[config.mk]
export PLATFORM = sky130hd
export DESIGN_NAME = hilo_muldiv
export DESIGN_NICKNAME = d
export VERILOG_FILES = /design/src/rtl/muldiv_pkg.sv /design/src/rtl/div_iter.sv /design/src/rtl/hilo_muldiv.sv
export SDC_FILE = /design/constraint.sdc
export NUM_CORES = 2
export LEC_CHECK = 0
export CAP_MARGIN = 20
export CORE_ASPECT_RATIO = 0.75
export CORE_UTILIZATION = 25
export CTS_CLUSTER_DIAMETER = 200
export DETAILED_ROUTE_END_ITERATION = 6
export HOLD_SLACK_MARGIN = 0.06
export RECOVER_POWER = 100
export SYNTH_ARGS = -nofsm -noshare
export SYNTH_HDL_FRONTEND = slang
export SYNTH_SLANG_ARGS = --single-unit
[constraint.sdc]
create_clock -name clk -period 11.4 [get_ports clk]
set_input_delay 1.71 -clock clk [delete_from_list [all_inputs] [get_ports clk]]
set_output_delay 1.71 -clock clk [all_outputs]
set_load 0.005 [all_outputs]
[src/rtl/muldiv_pkg.sv]
// Shared definitions for the HI/LO multiply-divide unit.
// Holds the op codes, the FSM state encoding, divide timing and sign helpers.
package muldiv_pkg;

    typedef enum logic [2:0] {
        OP_NOP   = 3'd0,
        OP_MULT  = 3'd1,
        OP_MULTU = 3'd2,
        OP_DIV   = 3'd3,
        OP_DIVU  = 3'd4,
        OP_MTHI  = 3'd5,
        OP_MTLO  = 3'd6
    } op_e;

    typedef enum logic [1:0] {
        ST_IDLE = 2'd0,
        ST_MUL  = 2'd1,
        ST_DIV  = 2'd2,
        ST_FIX  = 2'd3
    } state_e;

    // 32 iterations plus one sign-fix cycle
    localparam int DIV_CYCLES = 33;
    localparam int DIV_ITERS  = DIV_CYCLES - 1;

    typedef struct packed {
        logic q_neg;
        logic r_neg;
        logic div0;
    } div_ctl_t;

    function automatic logic [31:0] apply_sign(input logic [31:0] mag, input logic neg);
        return neg ? (~mag + 32'd1) : mag;
    endfunction

endpackage

[src/rtl/div_iter.sv]
// Unsigned restoring radix-2 divider, one quotient bit per cycle.
// Latency: 32 cycles after start; done is high during the last iteration cycle.
// Backpressure: none; abort kills a running divide, start is ignored while running.
module div_iter
    import muldiv_pkg::*;
(
    input  logic        clk,
    input  logic        rst,
    input  logic        start,
    input  logic        abort,
    input  logic [31:0] dividend,
    input  logic [31:0] divisor,
    output logic        done,
    output logic [31:0] quotient,
    output logic [31:0] remainder
);

    localparam logic [4:0] LAST_ITER = 5'(DIV_ITERS - 1);

    logic        run;
    logic [4:0]  cnt;
    logic [31:0] dsr;
    logic [32:0] r_sh;
    logic [32:0] diff;

    // quotient doubles as the dividend shift register; its MSB feeds the remainder
    assign r_sh = {remainder, quotient[31]};
    assign diff = r_sh - {1'b0, dsr};
    assign done = run && (cnt == LAST_ITER);

    always_ff @(posedge clk or posedge rst) begin
        if (rst) begin
            run       <= 1'b0;
            cnt       <= '0;
            dsr       <= '0;
            quotient  <= '0;
            remainder <= '0;
        end else if (abort) begin
            run <= 1'b0;
            cnt <= '0;
        end else if (start && !run) begin
            run       <= 1'b1;
            cnt       <= '0;
            dsr       <= divisor;
            quotient  <= dividend;
            remainder <= '0;
        end else if (run) begin
            if (!diff[32]) begin
                remainder <= diff[31:0];
                quotient  <= {quotient[30:0], 1'b1};
            end else begin
                remainder <= r_sh[31:0];
                quotient  <= {quotient[30:0], 1'b0};
            end
            cnt <= cnt + 5'd1;
            if (cnt == LAST_ITER) begin
                run <= 1'b0;
            end
        end
    end

endmodule

[src/rtl/hilo_muldiv.sv]
// HI/LO multiply-divide unit with MTHI/MTLO writes.
// Latency: MUL_CYCLES for MULT/MULTU, 33 for DIV/DIVU, MTHI/MTLO at acceptance.
// Backpressure: busy stalls the pipeline (exe_out_en = ~busy); start ignored while busy.
module hilo_muldiv
    import muldiv_pkg::*;
#(
    parameter int MUL_CYCLES = 2
)
(
    input  logic        clk,
    input  logic        rst,
    input  logic        start,
    input  logic [2:0]  op,
    input  logic [31:0] src1,
    input  logic [31:0] src2,
    input  logic        flush,
    output logic        busy,
    output logic        exe_out_en,
    output logic [31:0] hi,
    output logic [31:0] lo,
    output logic        done
);

    state_e      state;
    logic [1:0]  mul_cnt;
    div_ctl_t    div_ctl;

    logic        accept;
    logic        is_mul;
    logic        is_div;
    logic        div_signed;

    logic signed [32:0] mul_a;
    logic signed [32:0] mul_b;
    logic signed [65:0] mul_prod;
    logic [1:0]         mul_prod_unused;
    logic [63:0]        mul_pipe [MUL_CYCLES];

    logic        div_start;
    logic        div_last;
    logic [31:0] div_quo;
    logic [31:0] div_rem;
    logic [31:0] dvd_mag;
    logic [31:0] dsr_mag;

    assign accept     = start && !flush && (state == ST_IDLE);
    assign is_mul     = (op == OP_MULT) || (op == OP_MULTU);
    assign is_div     = (op == OP_DIV)  || (op == OP_DIVU);
    assign div_signed = (op == OP_DIV);
    assign exe_out_en = ~busy;

    // One 33x33 signed multiplier covers both MULT and MULTU via the extension bit
    assign mul_a           = {(op == OP_MULT) && src1[31], src1};
    assign mul_b           = {(op == OP_MULT) && src2[31], src2};
    assign mul_prod        = mul_a * mul_b;
    assign mul_prod_unused = mul_prod[65:64];

    always_ff @(posedge clk or posedge rst) begin
        if (rst) begin
            for (int i = 0; i < MUL_CYCLES; i++) begin
                mul_pipe[i] <= '0;
            end
        end else begin
            if (accept && is_mul) begin
                mul_pipe[0] <= mul_prod[63:0];
            end
            for (int i = 1; i < MUL_CYCLES; i++) begin
                mul_pipe[i] <= mul_pipe[i-1];
            end
        end
    end

    assign dvd_mag   = apply_sign(src1, div_signed && src1[31]);
    assign dsr_mag   = apply_sign(src2, div_signed && src2[31]);
    assign div_start = accept && is_div;

    div_iter u_div_iter (
        .clk       (clk),
        .rst       (rst),
        .start     (div_start),
        .abort     (flush),
        .dividend  (dvd_mag),
        .divisor   (dsr_mag),
        .done      (div_last),
        .quotient  (div_quo),
        .remainder (div_rem)
    );

    always_ff @(posedge clk or posedge rst) begin
        if (rst) begin
            state   <= ST_IDLE;
            busy    <= 1'b0;
            done    <= 1'b0;
            hi      <= '0;
            lo      <= '0;
            mul_cnt <= '0;
            div_ctl <= '0;
        end else begin
            done <= 1'b0;
            case (state)
                ST_IDLE: begin
                    if (start && !flush) begin
                        case (op)
                            OP_MULT, OP_MULTU: begin
                                state   <= ST_MUL;
                                busy    <= 1'b1;
                                mul_cnt <= 2'(MUL_CYCLES - 1);
                            end
                            OP_DIV, OP_DIVU: begin
                                state         <= ST_DIV;
                                busy          <= 1'b1;
                                div_ctl.q_neg <= div_signed && (src1[31] ^ src2[31]);
                                div_ctl.r_neg <= div_signed && src1[31];
                                div_ctl.div0  <= (src2 == 32'd0);
                            end
                            OP_MTHI: hi <= src1;
                            OP_MTLO: lo <= src1;
                            default: ;
                        endcase
                    end
                end
                // a completing write wins over a coincident flush
                ST_MUL: begin
                    if (mul_cnt == 2'd0) begin
                        {hi, lo} <= mul_pipe[MUL_CYCLES-1];
                        done     <= 1'b1;
                        busy     <= 1'b0;
                        state    <= ST_IDLE;
                    end else if (flush) begin
                        busy  <= 1'b0;
                        state <= ST_IDLE;
                    end else begin
                        mul_cnt <= mul_cnt - 2'd1;
                    end
                end
                ST_DIV: begin
                    if (flush) begin
                        busy  <= 1'b0;
                        state <= ST_IDLE;
                    end else if (div_last) begin
                        state <= ST_FIX;
                    end
                end
                ST_FIX: begin
                    hi    <= apply_sign(div_rem, div_ctl.r_neg);
                    lo    <= div_ctl.div0 ? '1 : apply_sign(div_quo, div_ctl.q_neg);
                    done  <= 1'b1;
                    busy  <= 1'b0;
                    state <= ST_IDLE;
                end
                default: begin
                    busy  <= 1'b0;
                    state <= ST_IDLE;
                end
            endcase
        end
    end

endmodule
* After elaboration in Yosys (flattened, before gate mapping)
Index checks and enable logic that the tools add are counted.
** Operators by class
- Reductions and logical operators :: 33
- Equality and inequality tests :: 21
- Multiply operators :: 1
- Muxes and demuxes :: 45
- Bitwise operators :: 7
- $add $sub $neg :: 7
** Operators with widths (number)
- 32-bit 2-to-1 mux :: 16
- 32-bit case mux with 3 select lines :: 2
- 32-bit by 1-bit adder with 32-bit output (second input constant) :: 4
- 32-bit inverter :: 4
- 33-bit by 33-bit multiplier with 64-bit output :: 1
- 33-bit by 32-bit subtractor with 33-bit output :: 1
- 32-bit zero test :: 1
- 2-bit 2-to-1 mux :: 9
- 5-bit 2-to-1 mux :: 3
- 4-bit AND reduction :: 3
- 1-bit logical AND :: 11
- 1-bit 2-to-1 mux :: 10
- 2-bit inequality test (second input constant) :: 5
- 3-bit == test (second input constant) :: 3
- 2-bit case mux with 2 select lines :: 2
- 2-bit case mux with 4 select lines :: 1
- 3-bit by 2-bit == test with 1-bit output (second input constant) :: 2
- 2-bit by 1-bit inequality test with 1-bit output (second input constant) :: 3
- 3-bit inequality test (second input constant) :: 2
- 2-bit AND reduction :: 3
- 3-bit nonzero test :: 2
- 5-bit by 1-bit adder with 5-bit output (second input constant) :: 1
- 5-bit == test (second input constant) :: 1
- 5-bit AND reduction :: 1
- 16 further kinds :: 23
** Storage, ports and cells
- Input bits :: 71
- Word-level logic and storage cells :: 130
- Output and inout port bits :: 67
- Bits in registers :: 303

* Depth between registers and ports, before layout
- Depth in word-level cells :: 7
- Depth in mapped cells :: 34
- Depth with buffers taken out :: 30

* Modules after synthesis
Synthesis repeated with hierarchy kept, for this count alone.
** Unflattened totals
- Cell total of the unflattened synthesis :: 6035
- Area total of the unflattened synthesis :: 54374.6 µm²
** By module, submodules not included
- hilo_muldiv :: area an instance 48231.3 µm², times used 1, seq. area each 5029.8 µm², cells each 5347
- div_iter :: area an instance 6143.4 µm², times used 1, seq. area each 2552.4 µm², cells each 688

* Worst setup path after synthesis
OpenSTA, ideal clock, no wires.
- Kind :: input to register
- From :: input port op[2]
- To :: register mul_pipe[118] (netlist bit)
- Setup slack :: 1.524 ns
- Buffers on the path :: 4
- Arrival time :: 9.751 ns
- Library setup time :: 0.125 ns
- Data required time :: 11.275 ns
- Stages :: 28
- Cell sequence :: clkbuf_1 nor3b_1 clkbuf_1 and2_1 clkbuf_1 nand2_1 inv_1 fa_1 fa_1 fa_1 inv_1 fa_1 fa_1 fa_1 fa_1 inv_1 fa_1 ha_1 clkbuf_1 o21a_1 o211ai_1 nor3_1 a2111oi_0 o211ai_1 a31o_2 a31o_2 xor2_1 mux2_2
** On the way
- Cells in the longest elaborated chain, start to end :: 3
- Elaborated cells between the ends (all ways) :: 7
- Those cells by class :: 1 x mul; 2 x eq/ne; 4 x reduce/logical
** Ends and longest elaborated chain
- from (decl) :: RTL line hilo_muldiv.sv:13 : input logic [2:0] op,
- 3-bit by 1-bit == test with 1-bit output / 3-bit by 2-bit == test with 1-bit output (equally long branches) :: RTL line hilo_muldiv.sv:47, hilo_muldiv.sv:53, hilo_muldiv.sv:54
- 1-bit logical AND (tied with other cells) :: RTL line hilo_muldiv.sv:53 : assign mul_a = {(op == OP_MULT) && src1[31], src1};
- 33-bit by 33-bit multiplier with 64-bit output / 1-bit logical AND (equally long branches) :: RTL line hilo_muldiv.sv:55, hilo_muldiv.sv:64
- to (signal, indexed assignment) :: RTL line hilo_muldiv.sv:68 : mul_pipe[i] <= mul_pipe[i-1];
- to (decl) :: RTL line hilo_muldiv.sv:37 : logic [63:0] mul_pipe [MUL_CYCLES];
Several ways; a longest one is shown, not always the timed one.
A chain may end at the register's enable or synchronous reset.

* Final worst setup path
- From :: input port op[2]
- To :: register mul_pipe[122] (netlist bit)
The elaborated chain is that of the path after synthesis.

==> run_results.csv <==
group,metric,value,unit
clock_network,clk_path_buf_depth,3,
setup_path,critPathMaxFanout,10,
setup_path,cp_slowest_stage_delay,0.77,ns
clock_network,clock_sinks,303,
hold_path,hold_class,"register to register",
clock_network,post_cts_resize_count,0,
final_layout,drive_gt1_share,3.73,%
setup_path,path_class,"input pin to register",
route,drtAntennaViolNets,0,
sta,final_max_slew_viol_count,710,
yosys,async_reset_ff_share,100,%
placement,portBuffers,137,
floorplanning,die_area,0.217,mm2
route,wl,166000,um
yosys,seq_area_frac_synth,14.1,%
yosys,synth_cell_types,72,
setup_path,cp.arrival,11.33,ns
clock_network,cts_tree,"built",
final_layout,final_core_util,27.6,%
clock_network,cts_buffers,27,
global_routing,grt_max_degree,109,
sta,worst_pin_slew,5.01,ns
sta,final-hold-violation-count,0,
placement,dp_hpwl,134000,um
yosys,syn_inst,5954,
yosys,synth_edf_count,0,
sta,rsz0062_at_grt,"no",
global_routing,track_usage,15.5,%
route,avgViaCountPerCell,4.71,
yosys,yosys_warnings,0,
clock_network,postCtsSetupRepairBufs,0,
final_layout,finalNetCount,7308,
yosys,ys_ff_latch,303,
run_status,status,"finished, violations left",
clock_network,ctsHoldBuffers,0,
clock_network,clk_pin_slew_worst_paths,0.09,ns
sta,tns,0,ns
job,maxCapViolCount,13,
final_layout,syn_to_final_growth,9.25,%
yosys,syn_nets,7403,
clock_network,insertion_delay,0.61,ns
setup_path,worst_path_most_repeated_cell,"fa_1",
sta,relSlewSlack,-236,%
floorplanning,initial_core_util,25.3,%
sta,skew,0.0365,ns
route,drc,0,
placement,gp_congestion,0.935,
floorplanning,core,0.212,mm2
sta,fin_crit_sh,95.4,%
floorplanning,die_y,403,um
clock_network,ctsRootBufferMaster,"clkbuf_16",
sta,timing.fmax,0.0919,GHz
global_routing,grt_pass1_wl,260000,um
floorplanning,fp-row-count,146,
run_status,failed_checks,"capacitance limit, slew limit",
global_routing,antenna_found_initial,24,
clock_network,htreeDepth,1,
sta,finalCriticalPeriod,10.88,ns
route,drt_pre_antenna_iters,7,
floorplanning,die_w,537,um
route,vias,41021,
global_routing,grt_overflow,0,
setup_path,worstPathRequired,11.85,ns
yosys,synthFlopType,"dfrtp_1",
yosys,avgSynthCellArea,9.02,um2
floorplanning,num_io_pins,138,
sta,setup_slack,0.524,ns
setup_path,cp-start-kind,"input pin",
setup_path,critical_path.endpoint_type,"register",
route,drt-initial-drc-count,3610,
placement,dp_slack,0.149,ns
yosys,syn_area,0.0537,mm2
setup_path,crit_slowest_cell,"a2111oi_0",
route,drt-wirelength-per-cell,19.1,um
sta,setup_viol,0,
global_routing,grt_pass1_vias,42583,
-- synth_stat cells (28+ instances only) --
master	instances	area, um2
inv_1	1195	4490
fa_1	1126	22500
nand2_1	967	3630
clkbuf_1	304	1140
dfrtp_1	303	7580
and2_1	293	1830
ha_1	252	3150
a21oi_1	241	1210
o21ai_0	223	1120
nor2_1	217	815
xnor2_1	126	1100
xor2_1	94	823
buf_1	56	210
a21o_1	50	375
nor2b_1	40	250
nand3_1	39	195
o31ai_1	38	285
and3_1	32	200
mux2i_1	29	290
nor3_1	28	140
-- critical path: cells and delay by family --
family,cells,cell delay [ns]
and+or+nand+nor,4,1.05
AOI/OAI and AO/OA,8,2.52
buffers and inverters,4,1.33
xor gates and xnor gates,1,0.17
adders and majority gates,9,4.54
-- cell families (layout without fill, tap and decap cells) --
group	count (synthesis)	after routing	share of synthesized area [%]
AOI/OAI and AO/OA	731	731	8.25
xor gates and xnor gates	220	220	3.59
adders and majority gates	1378	1378	47.9
DFF	303	303	14.1
and+or+nand+nor	1730	1730	14.6
other	0	14	0
muxes	33	33	0.625
buffers and inverters	1559	1483	10.9
-- layout by cell type (no fill, tap or decap), drive strengths merged, types with 15 or more instances in the layout --
cell type	count
dlygate4sd3	71
dfrtp	303
clkdlybuf4s50	17
o21ai	224
nor2	217
a22oi	16
a221oi	18
fa	1126
o31ai	41
clkbuf	48
or4	15
ha	252
or3	24
nand2	967
nand2b	19
and3	32
and2	294
a21o	50
buf	136
nor3	28
a31oi	27
o22ai	17
xor2	94
inv	1196
xnor2	126
nor2b	40
nand3	39
mux2i	29
a21oi	241
-- metrics by stage --
| stage | std cells | hold slack [ns] | instance area [um2] |
|---|---|---|---|
| floorplan | 5954 | 0.350 | 53700 |
| global placement | 8640 | 0.358 | 57800 |
| detailed placement | 8640 | 0.362 | 57800 |
| CTS | 8688 | 0.370 | 58700 |
| global route | 8697 | 0.377 | 58600 |
| finish | 8704 | 0.362 | 58700 |
-- registers in the layout, indices dropped and copies added (netlist names) --
register              count
hi                       32
state                     2
u_div_iter.run            1
mul_pipe                128
done                      1
u_div_iter.cnt            5
lo                       32
div_ctl                   3
u_div_iter.dsr           32
busy                      1
u_div_iter.remainder     32
u_div_iter.quotient      32
mul_cnt                   2
-- final timing paths --
kind / start / endpoint / slack [ns] / cells after the start
min reg2reg: mul_pipe[70] / mul_pipe[6] / 0.36 / 0
max: op[2] / mul_pipe[122] / 0.52 / 26
min in group asynchronous: rst / u_div_iter.dsr[28] / 3.14 / 2
min: mul_pipe[70] / mul_pipe[6] / 0.36 / 0
max in group asynchronous: rst / lo[25] / 2.01 / 4
max reg2reg: u_div_iter.quotient[31] / u_div_iter.remainder[30] / 4.79 / 16
-- final cells by class --
type,instances,area (um2)
Fill cell,22600,154000
Multi-Input combinational cell,4092,40300
Sequential cell,303,7580
Inverter,1195,4490
Tap cell,2812,3520
Timing Repair Buffer,240,1860
Clock buffer,32,694
Clock inverter,16,183
Antenna cell,14,35.0
-- per-layer routing --
metal / vias to the layer above / share of wire, % / GRT usage [%]
li1: 17740 / - / -
met1: 21348 / 45 / 23.2
met2: 1686 / 43 / 23.2
met3: 241 / 9.0 / 2.40
met4: 6 / 2.7 / 3.77
met5: - / 0.018 / 0
Power is left out: the tool's default activity adds up to more than one toggle a clock period on the data nets, which glitch-free logic cannot reach.
